<file path="config.mk">
export PLATFORM = sky130hd
export DESIGN_NAME = pc_redirect_ctrl
export DESIGN_NICKNAME = d
export VERILOG_FILES = /design/src/rtl/pc_redirect_ctrl.sv
export SDC_FILE = /design/constraint.sdc
export NUM_CORES = 1
export LEC_CHECK = 0
export ABC_AREA = 0
export CAP_MARGIN = 20
export CORE_ASPECT_RATIO = 1.25
export CORE_UTILIZATION = 45
export DETAILED_ROUTE_END_ITERATION = 6
export PLACE_DENSITY = 0.84
export SLEW_MARGIN = 20
export SYNTH_ARGS = -nofsm -noshare
export SYNTH_HDL_FRONTEND = slang
export SYNTH_SLANG_ARGS = --single-unit
export TNS_END_PERCENT = 1
</file>
<file path="constraint.sdc">
create_clock -name clk -period 2.32 [get_ports clk]
set_clock_uncertainty 0.15 [all_clocks]
set_input_delay 0.348 -clock clk [delete_from_list [all_inputs] [get_ports clk]]
set_output_delay 0.348 -clock clk [all_outputs]
set_load 0.1 [all_outputs]
</file>
<file path="src/rtl/pc_redirect_ctrl.sv">
// pc_redirect_ctrl: PC owner, fetch handshake, redirect sequencing and load-use stall/flush control.
module pc_redirect_ctrl #(
  parameter int XLEN = 32,
  parameter logic [XLEN-1:0] RESET_PC = '0
) (
  input  logic            clk,
  input  logic            rst,
  input  logic            ex_valid,
  input  logic            ex_pc_next_src,
  input  logic [XLEN-1:0] ex_target,
  input  logic            ex_mem_read,
  input  logic [4:0]      ex_rd,
  input  logic [4:0]      id_rs1,
  input  logic [4:0]      id_rs2,
  output logic            imem_req,
  output logic [XLEN-1:0] imem_addr,
  input  logic            imem_gnt,
  output logic            flush_ifid,
  output logic            flush_idex,
  output logic            stall_if,
  output logic            stall_id,
  output logic            target_misaligned,
  output logic [31:0]     redirect_cnt
);
  typedef enum logic [1:0] {BOOT, RUN, PEND} state_t;
  state_t state_q, state_d;
  logic [XLEN-1:0] pc_q, pc_d, redirect_q, redirect_d, aligned;
  logic [31:0] cnt_q, cnt_d;
  logic take, hazard;
  assign aligned = {ex_target[XLEN-1:2], 2'b00};
  assign take = state_q == RUN && ex_valid && ex_pc_next_src;
  assign hazard = state_q == RUN && ex_valid && ex_mem_read && ex_rd != 5'd0 &&
                  (ex_rd == id_rs1 || ex_rd == id_rs2);
  assign imem_req = state_q != BOOT;
  // PEND keeps presenting the old pc so the request stays stable until granted
  assign imem_addr = pc_q;
  assign flush_ifid = take || state_q == PEND;
  assign flush_idex = take || hazard || state_q == PEND;
  assign stall_if = hazard && !take;
  assign stall_id = hazard && !take;
  assign target_misaligned = take && |ex_target[1:0];
  assign redirect_cnt = cnt_q;
  always_comb begin
    state_d = state_q;
    pc_d = pc_q;
    redirect_d = redirect_q;
    cnt_d = cnt_q;
    if (state_q == BOOT) state_d = RUN;
    else if (state_q == PEND) begin
      if (imem_gnt) begin
        pc_d = redirect_q;
        state_d = RUN;
      end
    end else if (take) begin
      cnt_d = cnt_q + 32'd1;
      if (imem_gnt) pc_d = aligned;
      else begin
        redirect_d = aligned;
        state_d = PEND;
      end
    end else if (!hazard && imem_gnt) pc_d = pc_q + XLEN'(4);
  end
  always_ff @(posedge clk) begin
    if (rst) begin
      state_q <= BOOT;
      pc_q <= RESET_PC;
      redirect_q <= '0;
      cnt_q <= '0;
    end else begin
      state_q <= state_d;
      pc_q <= pc_d;
      redirect_q <= redirect_d;
      cnt_q <= cnt_d;
    end
  end
endmodule
</file>
==> metrics.md, run 1 <==
| Metric | Value |
|---|---|
| Synth top area share | `38.7%` |
| Post-Route WL | `13700 µm` |
| Starting Density | `46.0%` |
| Cells after Synth | `621` |
| Share of cells above drive strength 1 | `24.5%` |
| Synth async-reset ratio | `0%` |
| Initial DRC Count | `415` |
| Diodes inserted | `0` |
| CTS tree | `done` |
| GRT Residual Overflow | `0` |
| Num rows | `42` |
| Mapped Area | `0.00486 mm²` |
| Chip height | `118 µm` |
| Max VDD drop | `451 µV` |
| I/O Pins | `123` |
| Final number of setup-violating endpoints | `0` |
| Port bufs | `120` |
| Seq/Total Area, Yosys | `38.7%` |
| Slew Limit Fails | `0` |
| Worst Setup End Kind | `primary output` |
| Die area | `0.0112 mm²` |
| Fmax | `437 MHz` |
| WP data required | `1820 ps` |
| Remaining DRCs | `2` |
| RSZ-0062 raised after global routing | `true` |
| HP Class | `flip-flop to flip-flop` |
| Top-count cell post-synth | `dfxtp_1` |
| CTS Buf Count | `9` |
| Area grow syn2layout | `38.2%` |
| Die width | `95.0 µm` |
| Mean Syn Cell Area | `7.83 µm²` |
| Core area | `0.0106 mm²` |
| Pwr/cell area | `592 mW/mm²` |
| H-tree Lvls | `3` |
| Leading area contributor after synthesis | `dfxtp_1` |
| Cell family with most CP delay | `buffers and inverters` |
| Root Buffer | `clkbuf_16` |
| DP Area | `0.00635 mm²` |
| Max-Cap Viols | `0` |
| Post-synth EDFFs | `0` |
| Final Instance Area | `0.00671 mm²` |
| Clock sinks | `94` |
| Clock Latency Late Sink | `340 ps` |
| Crit path max fanout | `7` |
| Final period utilization | `98.7%` |
| Worst-path clk slew | `60 ps` |
| Count of buffer and inverter cells on the critical path | `5` |
| DP Wirelength | `9990 µm` |
| Status | `complete, but fails checks` |
| DRT antenna net count | `0` |
| Crit path kind | `primary input to primary output` |
| Worst slew pin tran | `714 ps` |
| CP startpoint kind | `primary input` |
| Vias in the first global route | `4905` |
| Failing checks | `DRC` |
| Initial antenna violation count | `0` |
| Vias | `5103` |
| Leak Pwr | `2.57 nW` |
| Largest net degree at the start of global routing | `37` |
| Synth warn | `0` |
| Drt wl/cell | `15.4 µm` |
| Slew headroom | `52.4%` |
| Nets | `808` |
| Worst R2R Setup Slack | `140 ps` |
| Ranking of synthesized cells by area | `dfxtp_1 39%, nand2_1 7.2%, nor2_1 5.9%` |
| Crit path cell chain | `clkdlybuf4s50_1 -> and4b_1 -> buf_6 -> buf_4 -> nor2_4 -> buf_4 -> nand2_1 -> buf_12` |
| Crit path top cell by count | `buf_4` |
| Largest stage delay, worst path | `480 ps` |
| Synth Flop Type | `dfxtp_1` |
| Final Hold Viols | `0` |
| DR vias/cell | `5.73` |
| GPL Wtd Cong | `0.880` |
| CTS max path bufs | `2` |
| Pre-Repair DR Iteration Count | `7` |
| List of most frequent post-synthesis cells | `94 x dfxtp_1, 93 x nand2_1, 77 x nor2_1` |
| Final design utilization | `63.6%` |
| Slowest stage cell, crit path | `clkdlybuf4s50_1` |
| First-pass GRT wire length | `22600 µm` |
| Min cycle time layout | `2290 ps` |
| Yosys cell types | `54` |
| Tot GR Track Use | `25.3%` |
| Flop and latch count out of synthesis | `94` |
| CP arrival | `1790 ps` |
==> logic make-up after synthesis <==
kind of cell	synth area share [%]
AO/OA/AOI/OAI	18.8
flip-flops	38.7
adder cells (fa/ha/maj)	0.515
buffers and inverters	3.89
other	0.0772
multiplexers	0.541
XOR/XNOR	9.19
AND/OR/NAND/NOR	28.2
==> area by class of cell <==
type,count,area [µm²]
Sequential cell,94,1930
Clock buffer,14,274
Tap cell,132,165
Fill cell,886,3850
Clock inverter,2,38.8
Multi-Input combinational cell,483,2840
Timing Repair Buffer,158,1440
Inverter,7,26.3
==> layer usage <==
metal,wire (µm),up-vias,share of wire [%],global-route usage (%)
li1,-,2452,-,-
met1,5350,2405,39,29.5
met2,7050,217,52,43.2
met3,943,29,6.9,5.47
met4,348,0,2.5,11.6
met5,0,-,0,0
==> final timing paths <==
kind / startpoint / end / cells past startpoint
setup / recovery: ex_pc_next_src / flush_idex / 8
hold reg to reg: redirect_q[31] / redirect_q[31] / 2
setup reg to reg: imem_addr[15] / imem_addr[29] / 6
hold / removal: redirect_q[31] / redirect_q[31] / 2
==> flip-flops by register name, summed over array words and instances (netlist names) <==
name and cells:
imem_addr 30, state_q 2, redirect_q 30, redirect_cnt 32
==> through the flow <==
| step | setup WS, ps | total power [mW] | setup TNS [ps] | std cells | hold slack, ps |
|---|---|---|---|---|---|
| 2_1_floorplan | -278 | 2.22 | -4690 | 622 | 283 |
| 3_3_place_gp | -326 | 2.47 | -9820 | 873 | 291 |
| 3_5_place_dp | -386 | 2.48 | -11540 | 873 | 297 |
| 4_1_cts | 3.48 | 4.00 | 0 | 890 | 292 |
| 5_1_grt | -18.4 | 4.14 | -33.5 | 890 | 310 |
| 6_report | 29.3 | 3.98 | 0 | 890 | 304 |
==> power by group <==
group / internal [mW] / switching, mW / total (mW)
clock network: 0.927 / 0.595 / 1.52
logic: 0.255 / 0.481 / 0.737
registers: 1.66 / 0.0567 / 1.72
total: 2.84 / 1.13 / 3.98
==> worst reg2reg max path, cell delays in order (launching register included) <==
cell,delay [ps]
dfxtp_2,370
nand3_1,170
nor4_2,470
nand2_1,200
mux2_2,310
a221oi_1,270
a211oi_1,120
==> cells in the final DEF (no fill, tap or decap), types with 3 or more instances in the layout <==
master and count:
clkbuf_16 9, buf_4 94, nor4_1 3, a22oi_1 6
o211ai_1 4, a31oi_1 3, clkbuf_8 3, dfxtp_1 56
xor2_1 30, a211oi_1 22, dfxtp_2 38, nand3_1 31
inv_1 6, and3_1 11, dlygate4sd2_1 7, a21o_1 3
a22o_1 3, clkdlybuf4s50_1 40, xnor2_1 21, and4_1 6
nand4_1 14, nor3_1 13, a221oi_1 4, nor2_1 73
nand2b_1 3, o21ai_0 30, nand2_1 93, a21oi_1 57
buf_12 10, or3_1 6, and2_1 4
==> timing repair <==
item | in CTS | in global routing
pin swaps | 6 | 2
hold buffers | 0 | 0
setup endpoints to repair | 14 | 24
resized for setup | 18 | 8
buffers inserted | 1 | 0
cloned | 0 | 0
endpoints found under the hold margin | 0 | 0
Note: power is estimated with default switching activity, not from simulation.
==> inputs of run 2 (changes only) <==
--- a/config.mk
+++ b/config.mk
@@ -8,9 +8,9 @@
 export ABC_AREA = 0
 export CAP_MARGIN = 20
 export CORE_ASPECT_RATIO = 1.25
-export CORE_UTILIZATION = 45
+export CORE_UTILIZATION = 50
 export DETAILED_ROUTE_END_ITERATION = 6
-export PLACE_DENSITY = 0.84
+export PLACE_DENSITY = 0.91
 export SLEW_MARGIN = 20
 export SYNTH_ARGS = -nofsm -noshare
 export SYNTH_HDL_FRONTEND = slang
==> metrics.md, run 2 (synthesis results as in run 1) <==
| Metric | Value |
|---|---|
| Status | `finished, final reports clean` |
| Clock Latency Late Sink | `340 ps (about the same)` |
| Final std cells w/o fill | `877 (-1.5%)` |
| Diodes inserted | `0 (unchanged)` |
| First-pass GRT wire length | `23900 µm (+6.1%)` |
| DR vias/cell | `5.92 (+3.3%)` |
| Final number of setup-violating endpoints | `0 (unchanged)` |
| Share of cells above drive strength 1 | `24.0% (-0.53 points)` |
| DP Wirelength | `10400 µm (+4.3%)` |
| HP Class | `primary input to flip-flop` |
| Leak Pwr | `2.57 nW (-0.19%)` |
| H-tree Lvls | `3 (unchanged)` |
| Tot GR Track Use | `29.0% (+3.8 points)` |
| CP arrival | `1780 ps (about the same)` |
| Most common cell after layout, fill and taps aside | `nand2_1` |
| Inst Count DP | `861 (-1.4%)` |
| Final Hold Viols | `0 (unchanged)` |
| Layout fillers | `715 (-19%)` |
| Die width | `90.2 µm (-5.0%)` |
| Chip height | `112 µm (-5.0%)` |
| Fmax | `439 MHz (+0.46%)` |
| Post-Route WL | `14500 µm (+5.8%)` |
| Worst-path clk slew | `60 ps (about the same)` |
| Worst Setup End Kind | `primary output` |
| WP data required | `1820 ps (about the same)` |
| Fin Setup TNS | `0 ps (unchanged)` |
| Nets | `804 (-0.50%)` |
| Vias in the first global route | `5224 (+6.5%)` |
| Pwr/cell area | `594 mW/mm² (+0.29%)` |
| Largest net degree at the start of global routing | `43 (+16%)` |
| GPL Wtd Cong | `0.844 (-4.0%)` |
| Starting Density | `52.4% (+6.4 points)` |
| Die area | `0.0101 mm² (-9.8%)` |
| Commonest non-fill, non-tap cells in the layout | `93 x nand2_1, 89 x buf_4, 73 x nor2_1` |
| Crit path kind | `primary input to primary output` |
| Num rows | `39 (-7.1%)` |
| Port bufs | `120 (unchanged)` |
| Remaining DRCs | `0 (-2)` |
| Vias | `5192 (+1.7%)` |
| Clock sinks | `94 (unchanged)` |
| CTS tree | `done` |
| CP startpoint kind | `primary input` |
| Initial antenna violation count | `0 (unchanged)` |
| Root Buffer | `clkbuf_16` |
| Drt wl/cell | `16.5 µm (+7.4%)` |
| Worst slew pin tran | `721 ps (+7.18 ps)` |
| Pre-Repair DR Iteration Count | `5 (-2)` |
| Hold_buf cts | `0 (unchanged)` |
| Max-Cap Viols | `0 (unchanged)` |
| I/O Pins | `123 (unchanged)` |
| Max VDD drop | `383 µV (-15%)` |
| Core area | `0.00927 mm² (-12%)` |
| GRT Residual Overflow | `0 (unchanged)` |
| Final Instance Area | `0.00669 mm² (-0.35%)` |
| CTS max path bufs | `2 (unchanged)` |
| RSZ-0062 raised after global routing | `true` |
| Max reg flops | `32 (unchanged)` |
| Initial DRC Count | `317 (-24%)` |
| Area grow syn2layout | `37.7%` |
| DP Area | `0.00635 mm² (-0.14%)` |
| Crit path max fanout | `3 (-4)` |
| Pwr Total | `3.97 mW (about the same)` |
| DRT antenna net count | `0 (unchanged)` |
| Final period utilization | `98.3% (-0.45 points)` |
| Slew headroom | `51.9% (-0.48 points)` |
| CTS Buf Count | `9 (unchanged)` |
| Final design utilization | `72.2% (+8.6 points)` |
| Slew Limit Fails | `0 (unchanged)` |
| Min cycle time layout | `2280 ps (-10.4 ps)` |
-- run 2: worst paths after layout --
check                                    start        endpoint  slack, ps  cells past startpoint
worst max-delay path                  ex_rd[0]        stall_id         40                      7
worst min-delay path                       rst   imem_addr[17]        270                      3
worst max register to register   imem_addr[12]   imem_addr[27]         70                      6
worst min register to register  redirect_q[27]  redirect_q[27]        310                      2
-- run 2: final cells by class --
cell class / count / area, µm² / area share (%)
multi-input combinational: 483 / 2850 / 42.6
sequential: 94 / 1930 / 28.8
timing repair buffer: 154 / 1420 / 21.2
clock buffer: 14 / 274 / 4.10
tap: 123 / 154 / 2.30
clock inverter: 2 / 38.8 / 0.580
inverter: 7 / 26.3 / 0.393
-- run 2: per-stage QoR --
step	setup slack, ps	hold slack [ps]
floorplan	-278	283
global placement	-234	292
detailed placement	-330	301
CTS	8.86	250
global route	-11.5	285
finish	39.7	270
-- run 2: repair_timing --
| action | in CTS | in global routing |
|---|---|---|
| hold endpoints to repair | 0 | 0 |
| pin swaps | 6 | 1 |
| setup endpoints to repair | 4 | 6 |
| setup buffers | 1 | 0 |
| resized for setup | 19 | 6 |
-- run 2: report_power, final --
group / internal [mW] / switching [mW]
logic: 0.254 / 0.481
clock network: 0.926 / 0.592
registers: 1.66 / 0.0601
-- run 2: layer usage --
| metal | global-route usage [%] | vias up | part of all wire (%) |
|---|---|---|---|
| met4 | 15.9 | 0 | 3.6 |
| met1 | 31.5 | 2460 | 38 |
| li1 | - | 2445 | - |
| met3 | 5.28 | 49 | 6.4 |
| met5 | 0 | - | 0 |
| met2 | 53.2 | 238 | 52 |
-- run 2: critical path: stages --
cell and delay [ps]:
dlygate4sd2_1 310, xor2_1 190, nor3_1 190, a22oi_1 130, or2_4 260, nor2_4 160
buf_12 200
